$ cat config.mk
export PLATFORM = sky130hd
export DESIGN_NAME = run_monitor
export DESIGN_NICKNAME = d
export VERILOG_FILES = /design/src/rtl/run_monitor_pkg.sv /design/src/rtl/write_log.sv /design/src/rtl/run_monitor.sv
export SDC_FILE = /design/constraint.sdc
export NUM_CORES = 1
export LEC_CHECK = 0
export ABC_AREA = 1
export ABC_CLOCK_PERIOD_IN_PS = 1600
export CORE_ASPECT_RATIO = 1.2
export CORE_MARGIN = 3
export CORE_UTILIZATION = 38
export DETAILED_ROUTE_END_ITERATION = 8
export PLACE_DENSITY = 0.77
export SLEW_MARGIN = 20
export SYNTH_ARGS = -nofsm -noshare
export SYNTH_HDL_FRONTEND = slang
export SYNTH_SLANG_ARGS = --single-unit
$ cat constraint.sdc
create_clock -name clk -period 1.6 [get_ports clk]
set_input_delay 0.32 -clock clk [delete_from_list [all_inputs] [get_ports clk]]
set_output_delay 0.32 -clock clk [all_outputs]
set_load 0.05 [all_outputs]
$ cat src/rtl/run_monitor_pkg.sv
// run_monitor_pkg: shared types and default constants for the run monitor.
//   run_state_t   - controller state (HOLD -> RUN -> PASS | FAIL)
//   DEF_PASS_ADR  - default address whose write decides the verdict
//   DEF_PASS_DATA - default data value that means pass
package run_monitor_pkg;

  typedef enum logic [1:0] {
    ST_HOLD,
    ST_RUN,
    ST_PASS,
    ST_FAIL
  } run_state_t;

  localparam int unsigned DEF_PASS_ADR  = 84;
  localparam int unsigned DEF_PASS_DATA = 7;

endpackage

$ cat src/rtl/write_log.sv
// write_log: circular buffer of the most recent processor writes.
//   clk, reset          - clock and synchronous active-high clear
//   wr_en               - store (wr_adr, wr_data) at the write pointer
//   rd_idx              - newest-relative read index (0 = newest)
//   rd_adr, rd_data     - combinational read of the selected entry
// DEPTH must be a power of two so the pointer wraps by plain overflow.
module write_log #(
  parameter int unsigned DATA_W = 32,
  parameter int unsigned DEPTH  = 8
) (
  input  logic                     clk,
  input  logic                     reset,
  input  logic                     wr_en,
  input  logic [DATA_W-1:0]        wr_adr,
  input  logic [DATA_W-1:0]        wr_data,
  input  logic [$clog2(DEPTH)-1:0] rd_idx,
  output logic [DATA_W-1:0]        rd_adr,
  output logic [DATA_W-1:0]        rd_data
);

  localparam int unsigned IDX_W = $clog2(DEPTH);

  logic [DATA_W-1:0] adr_mem  [DEPTH];
  logic [DATA_W-1:0] data_mem [DEPTH];
  logic [IDX_W-1:0]  wr_ptr;
  logic [IDX_W-1:0]  rd_ptr;

  // NOTE: the storage is cleared on reset on purpose: entries never written
  // since reset must read 0, so this cannot be a plain reset-less RAM.
  always_ff @(posedge clk) begin
    if (reset) begin
      wr_ptr <= '0;
      for (int i = 0; i < int'(DEPTH); i++) begin
        adr_mem[i]  <= '0;
        data_mem[i] <= '0;
      end
    end else if (wr_en) begin
      adr_mem[wr_ptr]  <= wr_adr;
      data_mem[wr_ptr] <= wr_data;
      wr_ptr           <= wr_ptr + 1'b1;
    end
  end

  // wr_ptr points at the next free slot, so the newest entry is one behind.
  assign rd_ptr  = wr_ptr - IDX_W'(1) - rd_idx;
  assign rd_adr  = adr_mem[rd_ptr];
  assign rd_data = data_mem[rd_ptr];

endmodule

$ cat src/rtl/run_monitor.sv
// run_monitor: processor reset sequencer, cycle counter and write monitor
// that declares pass, fail or timeout from the data-memory write port.
//   clk, reset              - clock, synchronous active-high reset
//   cpu_reset               - reset to the processor (high in HOLD/PASS/FAIL)
//   memwrite/dataadr/writedata - observed processor write port
//   done/pass/fail/timeout  - sticky verdict flags
//   cycle_count/write_count - RUN cycles and RUN writes, saturating
//   last_adr/last_data      - most recent RUN write
//   log_idx -> log_adr/log_data - write history read (0 = newest)
// Optional build macro: RUN_MONITOR_LOG_EN builds the write log; without it
// the log ports read 0.
module run_monitor
  import run_monitor_pkg::*;
#(
  parameter int unsigned DATA_W       = 32,
  parameter int unsigned CNT_W        = 16,
  parameter int unsigned RESET_CYCLES = 2,
  parameter int unsigned TIMEOUT      = 1000,
  parameter int unsigned PASS_ADR     = DEF_PASS_ADR,
  parameter int unsigned PASS_DATA    = DEF_PASS_DATA,
  parameter int unsigned LOG_DEPTH    = 8
) (
  input  logic                         clk,
  input  logic                         reset,
  output logic                         cpu_reset,
  input  logic                         memwrite,
  input  logic [DATA_W-1:0]            dataadr,
  input  logic [DATA_W-1:0]            writedata,
  output logic                         done,
  output logic                         pass,
  output logic                         fail,
  output logic                         timeout,
  output logic [CNT_W-1:0]             cycle_count,
  output logic [CNT_W-1:0]             write_count,
  output logic [DATA_W-1:0]            last_adr,
  output logic [DATA_W-1:0]            last_data,
  input  logic [$clog2(LOG_DEPTH)-1:0] log_idx,
  output logic [DATA_W-1:0]            log_adr,
  output logic [DATA_W-1:0]            log_data
);

  // Hold counter must be at least one bit wide even when RESET_CYCLES = 0.
  localparam int unsigned HOLD_W = (RESET_CYCLES > 0) ? $clog2(RESET_CYCLES + 1) : 1;

  run_state_t        state;
  logic [HOLD_W-1:0] hold_cnt;
  logic              run_write;
  logic              decide_write;

  assign run_write    = (state == ST_RUN) && memwrite;
  assign decide_write = run_write && (dataadr == DATA_W'(PASS_ADR));

  // NOTE: every register here is assigned with <= so all updates take the
  // values sampled at the same edge, independent of statement order.
  always_ff @(posedge clk) begin
    if (reset) begin
      state       <= ST_HOLD;
      hold_cnt    <= '0;
      cpu_reset   <= 1'b1;
      done        <= 1'b0;
      pass        <= 1'b0;
      fail        <= 1'b0;
      timeout     <= 1'b0;
      cycle_count <= '0;
      write_count <= '0;
      last_adr    <= '0;
      last_data   <= '0;
    end else begin
      case (state)
        ST_HOLD: begin
          // The edge that sees hold_cnt == RESET_CYCLES is the last HOLD edge,
          // giving 1+RESET_CYCLES edges of cpu_reset after reset falls.
          if (hold_cnt == HOLD_W'(RESET_CYCLES)) begin
            state     <= ST_RUN;
            cpu_reset <= 1'b0;
          end else begin
            hold_cnt <= hold_cnt + 1'b1;
          end
        end

        ST_RUN: begin
          if (run_write) begin
            if (~&write_count) write_count <= write_count + 1'b1;
            last_adr  <= dataadr;
            last_data <= writedata;
          end
          // A deciding write outranks the timeout; cycle_count freezes on
          // the edge that reaches a verdict.
          if (decide_write) begin
            done      <= 1'b1;
            cpu_reset <= 1'b1;
            if (writedata == DATA_W'(PASS_DATA)) begin
              pass  <= 1'b1;
              state <= ST_PASS;
            end else begin
              fail  <= 1'b1;
              state <= ST_FAIL;
            end
          end else if (cycle_count == CNT_W'(TIMEOUT - 1)) begin
            done      <= 1'b1;
            fail      <= 1'b1;
            timeout   <= 1'b1;
            cpu_reset <= 1'b1;
            state     <= ST_FAIL;
          end else if (~&cycle_count) begin
            cycle_count <= cycle_count + 1'b1;
          end
        end

        default: ; // PASS/FAIL are terminal until reset
      endcase
    end
  end

`ifdef RUN_MONITOR_LOG_EN
  write_log #(
    .DATA_W (DATA_W),
    .DEPTH  (LOG_DEPTH)
  ) u_write_log (
    .clk     (clk),
    .reset   (reset),
    .wr_en   (run_write),
    .wr_adr  (dataadr),
    .wr_data (writedata),
    .rd_idx  (log_idx),
    .rd_adr  (log_adr),
    .rd_data (log_data)
  );
`else
  logic unused_log_idx;
  assign unused_log_idx = ^log_idx;
  assign log_adr        = '0;
  assign log_data       = '0;
`endif

endmodule

==> flow_summary.ini <==
[sta]
period_share_pct = 98.9
hold_violations = 0
fmax_mhz = 632
tightest_slew_ns = 0.584
skew_ns = 0.0111
min_period_ns = 1.58
maxSlewViolCount = 0
rsz0062_at_grt = yes
tns_ns = 0
maxSlewHeadroom_pct = 61.1
whs_ns = 0.262
finalSetupViolCount = 0

[min_path]
holdCritPathClass = input port to register
min_from = dataadr[22]

[yosys]
synth_edf_count = 0
async_flop_share_pct = 0
syn_avg_cell_area_um2 = 7.10
synth_top_area_share_pct = 41.0
yosys_warnings = 0
netlist_instances = 722
ys_ff_latch = 105
ys.flop_type = dfxtp_1
synth.largest_area_cell = dfxtp_1
netlist_area_mm2 = 0.00513
yosysUniqueCellTypes = 31
synth_area_leaders = dfxtp_1 (41%), nor2_1 (13%), buf_4 (9.4%), o21ai_0 (7.4%), nand2_1 (6.0%)
ys_seq_area_share_pct = 41.0

[finish]
num-nets-final = 1030
fin_util_pct = 62.1
final_cell_mix = nor2_1 (165), buf_4 (156), dfxtp_1 (76)
num_antenna_cells = 0
design_area_mm2 = 0.00805
layout_commonest_cell = nor2_1
drive_above_1_share_pct = 30.6
n_fill_cell = 1132
area_growth_pct = 56.9

[clocking]
cts_tree = done
cts.path.max_buffers = 2
clk_pin_slew_ns = 0.08
clk_latency_ns = 0.34
cts.sinks = 105
root_buffer = clkbuf_16
cts_hold_buf = 0
cts.htree.levels = 3
cts_buffers = 9

[power]
power.share.clock_pct = 24.1
p_per_area_mw_per_mm2 = 1140
seqPwrFrac_pct = 34.8
switching_share_pct = 42.5
total_power_uw = 9190
combPwrFrac_pct = 41.1
p_sw_uw = 3900
p_leak_uw = 0.00374
p_int_uw = 5290
ir_worst_vdd_v = 0.000762

[global_route]
grt_max_degree = 56
grt_use_total_pct = 19.0
grt_pass1_vias = 4929
antenna_found_initial = 0
gr-total-overflow = 0
grt_first_pass_wirelength_um = 23800

[placed_design]
placed_area_mm2 = 0.00729
gp_congestion = 0.884
port_buffers = 167
dp_hpwl_um = 11000

[floorplanning]
row_count = 45
initial_core_util_pct = 39.6
die_area_mm2 = 0.0149
die_h_um = 133
ios = 235
core_region_area_mm2 = 0.0129
die_w_um = 112

[setup_path]
reg2reg_from = cycle_count[4]$_SDFFE_PP0P_
cp-end-kind = register
crit_type = register to register
startpoint = cycle_count[4]$_SDFFE_PP0P_
worstPathArrival_ns = 1.86
start_kind = register
r2r_setup_slack_ns = 0.02
cp_max_fo = 8
required_ns = 1.88

[run_status]
outcome = finished, final reports clean

[detailed_routing]
routedWlPerCell_um = 13.8
drtIter0Drc = 236
drt_wl_total_um = 15600
via_per_inst = 4.84
ant_nets = 0
drc = 0
first_pass_iters = 5
num_vias = 5447

[job]
drv_cap = 0
==> layout make-up <==
| cell class | instances | area (um^2) | area share (%) |
|---|---|---|---|
| clock buffer | 10 | 239 | 2.97 |
| clock inverter | 6 | 57.6 | 0.715 |
| inverter | 40 | 153 | 1.90 |
| multi-input combinational | 547 | 2740 | 34.1 |
| sequential | 105 | 2150 | 26.8 |
| tap | 164 | 205 | 2.55 |
| timing repair buffer | 254 | 2490 | 31.0 |
==> per-stage QoR <==
| step | setup slack (ns) | instances |
|---|---|---|
| 2_1_floorplan | -0.00545 | 785 |
| 6_report | 0.0170 | 1126 |
| 3_5_place_dp | -0.526 | 1095 |
| 5_1_grt | -0.0489 | 1126 |
| 4_1_cts | -0.0258 | 1113 |
| 3_3_place_gp | -0.445 | 1095 |
==> logic make-up (layout without fill, tap and decap cells) <==
family          Yosys count  in the layout  share of synthesized area (%)
compound gates          115            115                           11.4
xor+xnor                 17             17                           2.90
fa+ha+maj                 3              3                          0.732
buf+inv                 135            310                           15.0
flops                   105            105                           41.0
other cells               1             64                         0.0731
simple gates            346            348                           29.0
==> worst max-delay path: stages (launching register included) <==
cell     delay (ns)
dfxtp_2        0.43
nand2_1        0.12
nor2_2         0.21
nand2_4        0.10
nor2_4         0.11
nor2_4         0.05
buf_12         0.14
nand3_4        0.14
nand2_1        0.08
a21oi_2        0.12
==> what timing repair did <==
| action | 4_1_cts | 5_1_grt |
|---|---|---|
| buffers inserted | 0 | 11 |
| gates cloned | 2 | 2 |
| setup endpoints to repair | 23 | 38 |
| endpoints found under the hold margin | 0 | 0 |
| pin swaps | 3 | 42 |
| resized for setup | 10 | 83 |
==> flip-flops by register name, indices dropped and copies added, names as in the netlist <==
name / cells
cpu_reset: 1
cycle_count: 16
done: 1
fail: 1
hold_cnt: 2
last_adr: 32
last_data: 32
pass: 1
state: 2
timeout: 1
write_count: 16
==> power by group through the flow <==
| stage | Combinational, uW | Sequential [uW] | Clock, uW |
|---|---|---|---|
| after floorplan | 1390 | 4390 | 0 |
| after global placement | 3590 | 3250 | 0 |
| after detailed placement | 3630 | 3250 | 0 |
| after CTS | 3690 | 3200 | 2250 |
| after global routing | 4010 | 3240 | 2360 |
| final | 3770 | 3190 | 2220 |
==> final timing paths <==
kind                                 end  cells after the start
max          cycle_count[7]$_SDFFE_PP0P_                      9
min            last_adr[22]$_SDFFE_PP0P_                      3
max reg2reg  cycle_count[7]$_SDFFE_PP0P_                      9
min reg2reg            pass$_SDFFE_PP0P_                      2
==> metal layers <==
| metal | part of all wire [%] | track usage, % | vias up |
|---|---|---|---|
| met5 | 0 | 0 | - |
| met4 | 1.3 | 3.94 | 0 |
| met3 | 8.5 | 5.54 | 25 |
| met2 | 51 | 33.7 | 247 |
| met1 | 40 | 23.0 | 2486 |
| li1 | - | - | 2689 |
==> Yosys cell counts (2+ instances only) <==
cell,n
nand2_2,3
xnor2_1,5
nand3_1,21
o21ai_0,76
ha_1,3
dfxtp_1,105
nand2_1,82
buf_1,2
buf_4,64
nor2_1,180
xor2_1,12
and3_1,3
inv_1,38
o21a_1,3
nor2_4,2
clkbuf_1,18
nand4_1,25
nor2_2,5
buf_2,10
nor3_1,19
a21oi_1,36
No activity file was read; power rests on OpenSTA's default activity.
